`config.mk`:
```
export PLATFORM = sky130hd
export DESIGN_NAME = matrix_loader
export DESIGN_NICKNAME = d
export VERILOG_FILES = /design/src/rtl/matrix_loader.sv
export SDC_FILE = /design/constraint.sdc
export NUM_CORES = 2
export LEC_CHECK = 0
export ABC_CLOCK_PERIOD_IN_PS = 2600
export BUFFER_PORTS_ARGS = -buffer_cell sky130_fd_sc_hd__buf_4
export CORE_MARGIN = 3
export CORE_UTILIZATION = 57
export CTS_CLUSTER_DIAMETER = 60
export DETAILED_ROUTE_END_ITERATION = 8
export PLACE_DENSITY = 0.8
export SYNTH_ARGS = -nofsm -noshare
export SYNTH_HDL_FRONTEND = slang
export SYNTH_SLANG_ARGS = --single-unit
export TNS_END_PERCENT = 50
```
`constraint.sdc`:
```
create_clock -name clk -period 2.6 [get_ports clk]
set_input_delay 0.78 -clock clk [delete_from_list [all_inputs] [get_ports clk]]
set_output_delay 0.78 -clock clk [all_outputs]
set_load 0.01 [all_outputs]
```
`src/rtl/matrix_loader.sv`:
```
// rtl/matrix_loader.sv - streams 25 row-major elements into a shadow buffer and presents a 5x5 matrix
// FILL gathers one frame; FULL waits for the output stage, then copies the whole shadow across in one cycle.
module matrix_loader #(
   parameter int DATA_W = 32
) (
   input  logic              clk,
   input  logic              rst_n,
   input  logic              clear,
   input  logic              s_valid,
   input  logic [DATA_W-1:0] s_data,
   input  logic              s_last,
   output logic              s_ready,
   output logic [DATA_W-1:0] in11,
   output logic [DATA_W-1:0] in12,
   output logic [DATA_W-1:0] in13,
   output logic [DATA_W-1:0] in14,
   output logic [DATA_W-1:0] in15,
   output logic [DATA_W-1:0] in21,
   output logic [DATA_W-1:0] in22,
   output logic [DATA_W-1:0] in23,
   output logic [DATA_W-1:0] in24,
   output logic [DATA_W-1:0] in25,
   output logic [DATA_W-1:0] in31,
   output logic [DATA_W-1:0] in32,
   output logic [DATA_W-1:0] in33,
   output logic [DATA_W-1:0] in34,
   output logic [DATA_W-1:0] in35,
   output logic [DATA_W-1:0] in41,
   output logic [DATA_W-1:0] in42,
   output logic [DATA_W-1:0] in43,
   output logic [DATA_W-1:0] in44,
   output logic [DATA_W-1:0] in45,
   output logic [DATA_W-1:0] in51,
   output logic [DATA_W-1:0] in52,
   output logic [DATA_W-1:0] in53,
   output logic [DATA_W-1:0] in54,
   output logic [DATA_W-1:0] in55,
   output logic              m_valid,
   input  logic              m_ack,
   output logic              frame_err,
   output logic [7:0]        mat_count
);

   localparam int          N_ELEM   = 25;
   localparam logic [4:0]  LAST_IDX = 5'd24;

   typedef enum logic {
      FILL = 1'b0,
      FULL = 1'b1
   } state_t;

   state_t            state_q, state_d;
   logic [4:0]        wr_idx_q, wr_idx_d;
   logic              m_valid_q, m_valid_d;
   logic              frame_err_q, frame_err_d;
   logic [7:0]        mat_count_q, mat_count_d;
   logic [DATA_W-1:0] shadow_q [N_ELEM];
   logic [DATA_W-1:0] out_q    [N_ELEM];
   logic              accept;
   logic              do_xfer;

   assign s_ready = (state_q == FILL) && !clear && rst_n;
   assign accept  = s_valid && s_ready;

   always_comb begin
      state_d     = state_q;
      wr_idx_d    = wr_idx_q;
      m_valid_d   = m_valid_q;
      frame_err_d = 1'b0;
      do_xfer     = 1'b0;
      if (clear) begin
         state_d   = FILL;
         wr_idx_d  = 5'd0;
         m_valid_d = 1'b0;
      end else begin
         case (state_q)
            FILL: begin
               if (accept) begin
                  if (wr_idx_q == LAST_IDX) begin
                     wr_idx_d = 5'd0;
                     if (s_last) begin
                        state_d = FULL;
                     end else begin
                        frame_err_d = 1'b1;
                     end
                  end else if (s_last) begin
                     wr_idx_d    = 5'd0;
                     frame_err_d = 1'b1;
                  end else begin
                     wr_idx_d = wr_idx_q + 5'd1;
                  end
               end
            end
            FULL: begin
               if (!m_valid_q || m_ack) begin
                  do_xfer = 1'b1;
                  state_d = FILL;
               end
            end
            default: state_d = FILL;
         endcase
         // A transfer wins over a coincident ack so the new matrix follows with no gap.
         if (do_xfer) begin
            m_valid_d = 1'b1;
         end else if (m_ack && m_valid_q) begin
            m_valid_d = 1'b0;
         end
      end
   end

   assign mat_count_d = do_xfer ? mat_count_q + 8'd1 : mat_count_q;

   always_ff @(posedge clk or negedge rst_n) begin
      if (!rst_n) begin
         state_q     <= FILL;
         wr_idx_q    <= 5'd0;
         m_valid_q   <= 1'b0;
         frame_err_q <= 1'b0;
         mat_count_q <= 8'd0;
      end else begin
         state_q     <= state_d;
         wr_idx_q    <= wr_idx_d;
         m_valid_q   <= m_valid_d;
         frame_err_q <= frame_err_d;
         mat_count_q <= mat_count_d;
      end
   end

   always_ff @(posedge clk or negedge rst_n) begin
      if (!rst_n) begin
         for (int i = 0; i < N_ELEM; i++) begin
            shadow_q[i] <= '0;
         end
      end else if (accept) begin
         shadow_q[wr_idx_q] <= s_data;
      end
   end

   always_ff @(posedge clk or negedge rst_n) begin
      if (!rst_n) begin
         for (int i = 0; i < N_ELEM; i++) begin
            out_q[i] <= '0;
         end
      end else if (clear) begin
         for (int i = 0; i < N_ELEM; i++) begin
            out_q[i] <= '0;
         end
      end else if (do_xfer) begin
         out_q <= shadow_q;
      end
   end

   assign m_valid   = m_valid_q;
   assign frame_err = frame_err_q;
   assign mat_count = mat_count_q;

   assign in11 = out_q[0];
   assign in12 = out_q[1];
   assign in13 = out_q[2];
   assign in14 = out_q[3];
   assign in15 = out_q[4];
   assign in21 = out_q[5];
   assign in22 = out_q[6];
   assign in23 = out_q[7];
   assign in24 = out_q[8];
   assign in25 = out_q[9];
   assign in31 = out_q[10];
   assign in32 = out_q[11];
   assign in33 = out_q[12];
   assign in34 = out_q[13];
   assign in35 = out_q[14];
   assign in41 = out_q[15];
   assign in42 = out_q[16];
   assign in43 = out_q[17];
   assign in44 = out_q[18];
   assign in45 = out_q[19];
   assign in51 = out_q[20];
   assign in52 = out_q[21];
   assign in53 = out_q[22];
   assign in54 = out_q[23];
   assign in55 = out_q[24];

endmodule

```
Word level (Yosys, flattened, before mapping)
Index checks and enable logic that the tools add are counted.

Reduce and logical (&&, ||, !) cells: 12. Mux-type cells: 28. $add $sub $neg: 2. Equality and inequality tests: 2. $lt $le $gt $ge: 2. Bitwise gates (word level): 2.

Operator list (number): $mux 800 (2); $bwmux 800 (1); $demux 32 s5 (1); $mux 32 (1); $mux 5 (5); $mux 1 (17); $add 8x1->8 const B (1); $ge 6x6->1 const B (1); $lt 6x1->1 const B (1); $not 5->6 (1); $add 5x1->5 const B (1); $eq 5x5->1 const B (1); $logic_and 1x1->1 (5); $reduce_bool 2->1 (2); $reduce_bool 3->1 (1); $logic_not 1->1 (2); $ne 2x2->1 const B (1); $pmux 1 s2 (1); $reduce_and 2->1 (1); $logic_or 1x1->1 (1); $not 1->1 (1).

Output and inout bits: 811. Register bits after elaboration: 1616. Input bits: 38.

Logic depth before layout (Yosys ltp)
Word-level depth: 8. Gate-level depth with buffers: 8. Depth with buffers taken out: 6.

Least setup slack after synthesis
OpenSTA, ideal clock, no wires.

Path type: in2reg. Start: in clear. End: reg shadow_q[10] in the netlist's numbering. Stages: 5. Arrival time: 1971 ps. Path slack: 505 ps. Required time: 2475 ps. Cell sequence: and4bb_2 and2_1 clkbuf_1 buf_2 mux2_2.

Longest elaborated chain between the ends: 4.

RTL lines: start: declaration (line 8) `input logic clear,`; $logic_not 1->1 (line 62) `assign s_ready = (state_q == FILL) && !clear && rst_n;`; $logic_and 1x1->1 (2 in a row) (line 62); $logic_and 1x1->1 (line 63) `assign accept = s_valid && s_ready;`; end signal: indexed assignment (line 135) `shadow_q[wr_idx_q] <= s_data;`; end: declaration (line 57) `logic [DATA_W-1:0] shadow_q [N_ELEM];`.

Every way passes these cells. A chain may end at the register's enable or synchronous reset.

Worst setup path after layout
Start: in rst_n. End: out s_ready.

Longest elaborated chain between the ends: 1.

RTL lines: start: declaration (line 7) `input logic rst_n,`; $logic_and 1x1->1 (line 62); end: declaration (line 12) `output logic s_ready,`.

Every way passes these cells.

==> flow_metrics.tcl <==
set metrics [dict create \
    rsz0062_at_grt "no" \
    globalplace.congestion 0.856 \
    count_of_endpoints_failing_setup_in_the_final_report 0 \
    route.final.wire_length_mm 182 \
    clock_sink_count 1616 \
    vias_in_the_first_global_route 38400 \
    critical_path_buf_inv_count 3 \
    warning_count_from_the_yosys_run 0 \
    synthesis.area_mm2 0.0586 \
    chipHeight_um 327 \
    p_seq_share_pct 50.6 \
    intPower_mw 39.1 \
    hold_path.class "in2async" \
    p_leak_nw 38.2 \
    yosys-top-cells-area "dfrtp_1, mux2_2, a22o_1" \
    timing.critical_path.required_ns 1.82 \
    yosys.area.top_type_share_pct 69.0 \
    post-route-cell-area_mm2 0.0723 \
    insertion_delay_ns 0.77 \
    synth_area_leader_cell "dfrtp_1" \
    cts_made_buffers 161 \
    synth.ff_latch_count 1616 \
    detail_route.iter0.violations 3212 \
    switch_share_pct 22.2 \
    cts_setup_buffers 0 \
    top_register "shadow_q" \
    worstRegToRegCells 5 \
    switching_power_mw 11.2 \
    nets 4485 \
    power.clock.fraction_pct 46.4 \
    path_class "in2out" \
    full_die_area_mm2 0.107 \
    endpoint_kind "primary output" \
    setup_tns_ns 0 \
    io_pins 849 \
    final_critical_path_setup_slack_ns 0.195 \
    outcome "completed" \
    worstPathCellList "buf_16 > buf_12 > nor3b_1 > buf_4" \
    num_rows 117 \
    track_usage_pct 33.8 \
    coreArea_mm2 0.102 \
    clock_tree_from_tritoncts "done" \
    final_worst_hold_slack_ns 0.0470 \
    initial_utilization_pct 57.6 \
    cts.clk_slew.worst_paths_ns 0.06 \
    grt_overflow 0 \
    route.detailed.wl_per_inst_um 30.6 \
    final_min_period_over_clock_period_pct 92.5 \
    drt_first_pass_iters 5 \
    grt_start_max_net_pins 169 \
    avgSynthCellArea_um2 16.1 \
    area_delta_synth_final_pct 23.3 \
    layout.cells.most_common "dfrtp_1" \
    synth_top_flop_cell "dfrtp_1" \
    cpLargestDelayFamily "buffers and inverters" \
    flip_flop_count_of_the_largest_register_all_copies_and_words_added 800 \
    synth-async-reset-ratio_pct 100 \
    worstPathMaxFanout 32 \
    post_dp_cell_area_mm2 0.0670 \
    h-tree-depth 4 \
    syn_nets 3680 \
    post_cts.resized_instances 0 \
    fin_crit_period_ns 2.41 \
    buffer_ports.inserted 848 \
    dp.final_hpwl_mm 115 \
    routed-via-count 37400 \
    combPwrFrac_pct 3.0 \
    die_span_x_um 327 \
    timing_worst_slew_pin_value_ns 0.957 \
    antenna_found_initial 15 \
    critical_path.startpoint_type "input pin" \
    share_of_cells_above_drive_strength_1_pct 44.7 \
    powerDensity_mw_per_mm2 695 \
    critical_path_depth 4 \
    max_freq_mhz 416 \
    worst_ir_drop_vdd_mv 0.623 \
    maxSlewHeadroom_pct 36.2 \
    reg2reg_setup_slack_ns 0.46 \
    report.final.hold_viol_count 0 \
    number_of_enable_type_register_cells_in_the_synthesized_netlist 0 \
    synth_cell_type_count 33 \
    cp.arrival_ns 1.63 \
    finClkSkew_ns 0.0235 \
    postSynthCellCount 3636 \
    postRouteAntennaNets 0 \
    mostFrequentLayoutCells "dfrtp_1, buf_4, mux2_2, a22o_1, clkbuf_16" \
    drc 0 \
    place_ws_ns 0.00890 \
    cts_root_buf "clkbuf_16" \
    max_stage_delay_ns 0.30 \
    clk_path_buf_depth 3 \
    timing.max_cap.violations 0 \
    timing_max_transition_violations_final 0 \
    cts-hold-fix-buffers 0 \
    synth.yosys.seq_area_share_pct 69.0 \
    vias_per_cell 6.30 \
    grt_first_pass_wirelength_mm 265 \
    cpMaxStageDelayCell "buf_12" \
]
==> cells in the mapped netlist, types with 5 or more instances <==
master	count
nand3_1	5
xnor2_1	5
mux2_2	800
buf_2	107
dfrtp_1	1616
a21oi_1	6
nor2_1	6
ha_1	6
nand2_1	27
buf_4	69
clkbuf_1	140
nor3b_1	5
buf_1	11
a22o_1	800
==> worst register-to-register path, delay by kind of cell (launching register included) <==
kind,cells,cell delay [ns]
flops,1,0.44
simple gates,3,1.07
buf+inv,1,0.23
mux,1,0.29
==> cell type report <==
cell class | count | area [um^2]
Sequential cell | 1616 | 40400
Fill cell | 6416 | 29600
Multi-Input combinational cell | 1691 | 16600
Timing Repair Buffer | 969 | 8180
Clock buffer | 241 | 4770
Tap cell | 1368 | 1710
Clock inverter | 49 | 548
Antenna cell | 7 | 17.5
Inverter | 2 | 7.51
==> metrics by stage <==
step                cells  util [%]  power [mW]
global route         5938      71.0        51.6
global placement     5646      65.7        27.4
CTS                  5936      71.0        50.5
detailed placement   5646      65.7        27.4
finish               5943      71.0        50.3
floorplan            3636         -        26.3
==> cells by family (layout without fill, tap and decap cells) <==
logic type	after synthesis	count (layout)	share of synthesized area (%)
XOR/XNOR	7	7	0.105
adder cells (fa/ha/maj)	6	6	0.128
flip-flops	1616	1616	69.0
other	0	7	0
multiplexers	801	801	15.4
AND/OR/NAND/NOR	67	67	0.610
AO/OA/AOI/OAI	810	810	12.0
buffers and inverters	329	1261	2.78
==> path summary, 6_finish.rpt <==
check	end	start
setup / recovery	s_ready	rst_n
hold / removal	in13[2]$_DFFE_PN0P_	rst_n
setup reg to reg	shadow_q[379]$_DFFE_PN0P_	state_q$_DFF_PN0_
hold reg to reg	in15[30]$_DFFE_PN0P_	shadow_q[670]$_DFFE_PN0P_
max in group asynchronous	in35[25]$_DFFE_PN0P_	rst_n
min in group clk	m_valid$_DFFE_PN0P_	m_ack
==> metal layers <==
| layer | up-vias | wire length [um] | global-route usage (%) |
|---|---|---|---|
| met5 | - | 24 | 0 |
| met4 | 4 | 13600 | 22.2 |
| met3 | 501 | 14800 | 8.31 |
| met2 | 1883 | 86000 | 52.4 |
| met1 | 20000 | 67400 | 42.8 |
| li1 | 15100 | - | - |
==> power by group through the flow <==
stage                     Sequential, mW  Combinational, mW  Clock, mW
after global placement              25.9               1.51          0
final                               25.4               1.52       23.3
after floorplan                     25.9              0.474          0
after CTS                           25.4               1.54       23.5
after global routing                25.4               1.64       24.5
after detailed placement            25.9               1.53          0
(Power assumes the default switching activity.)
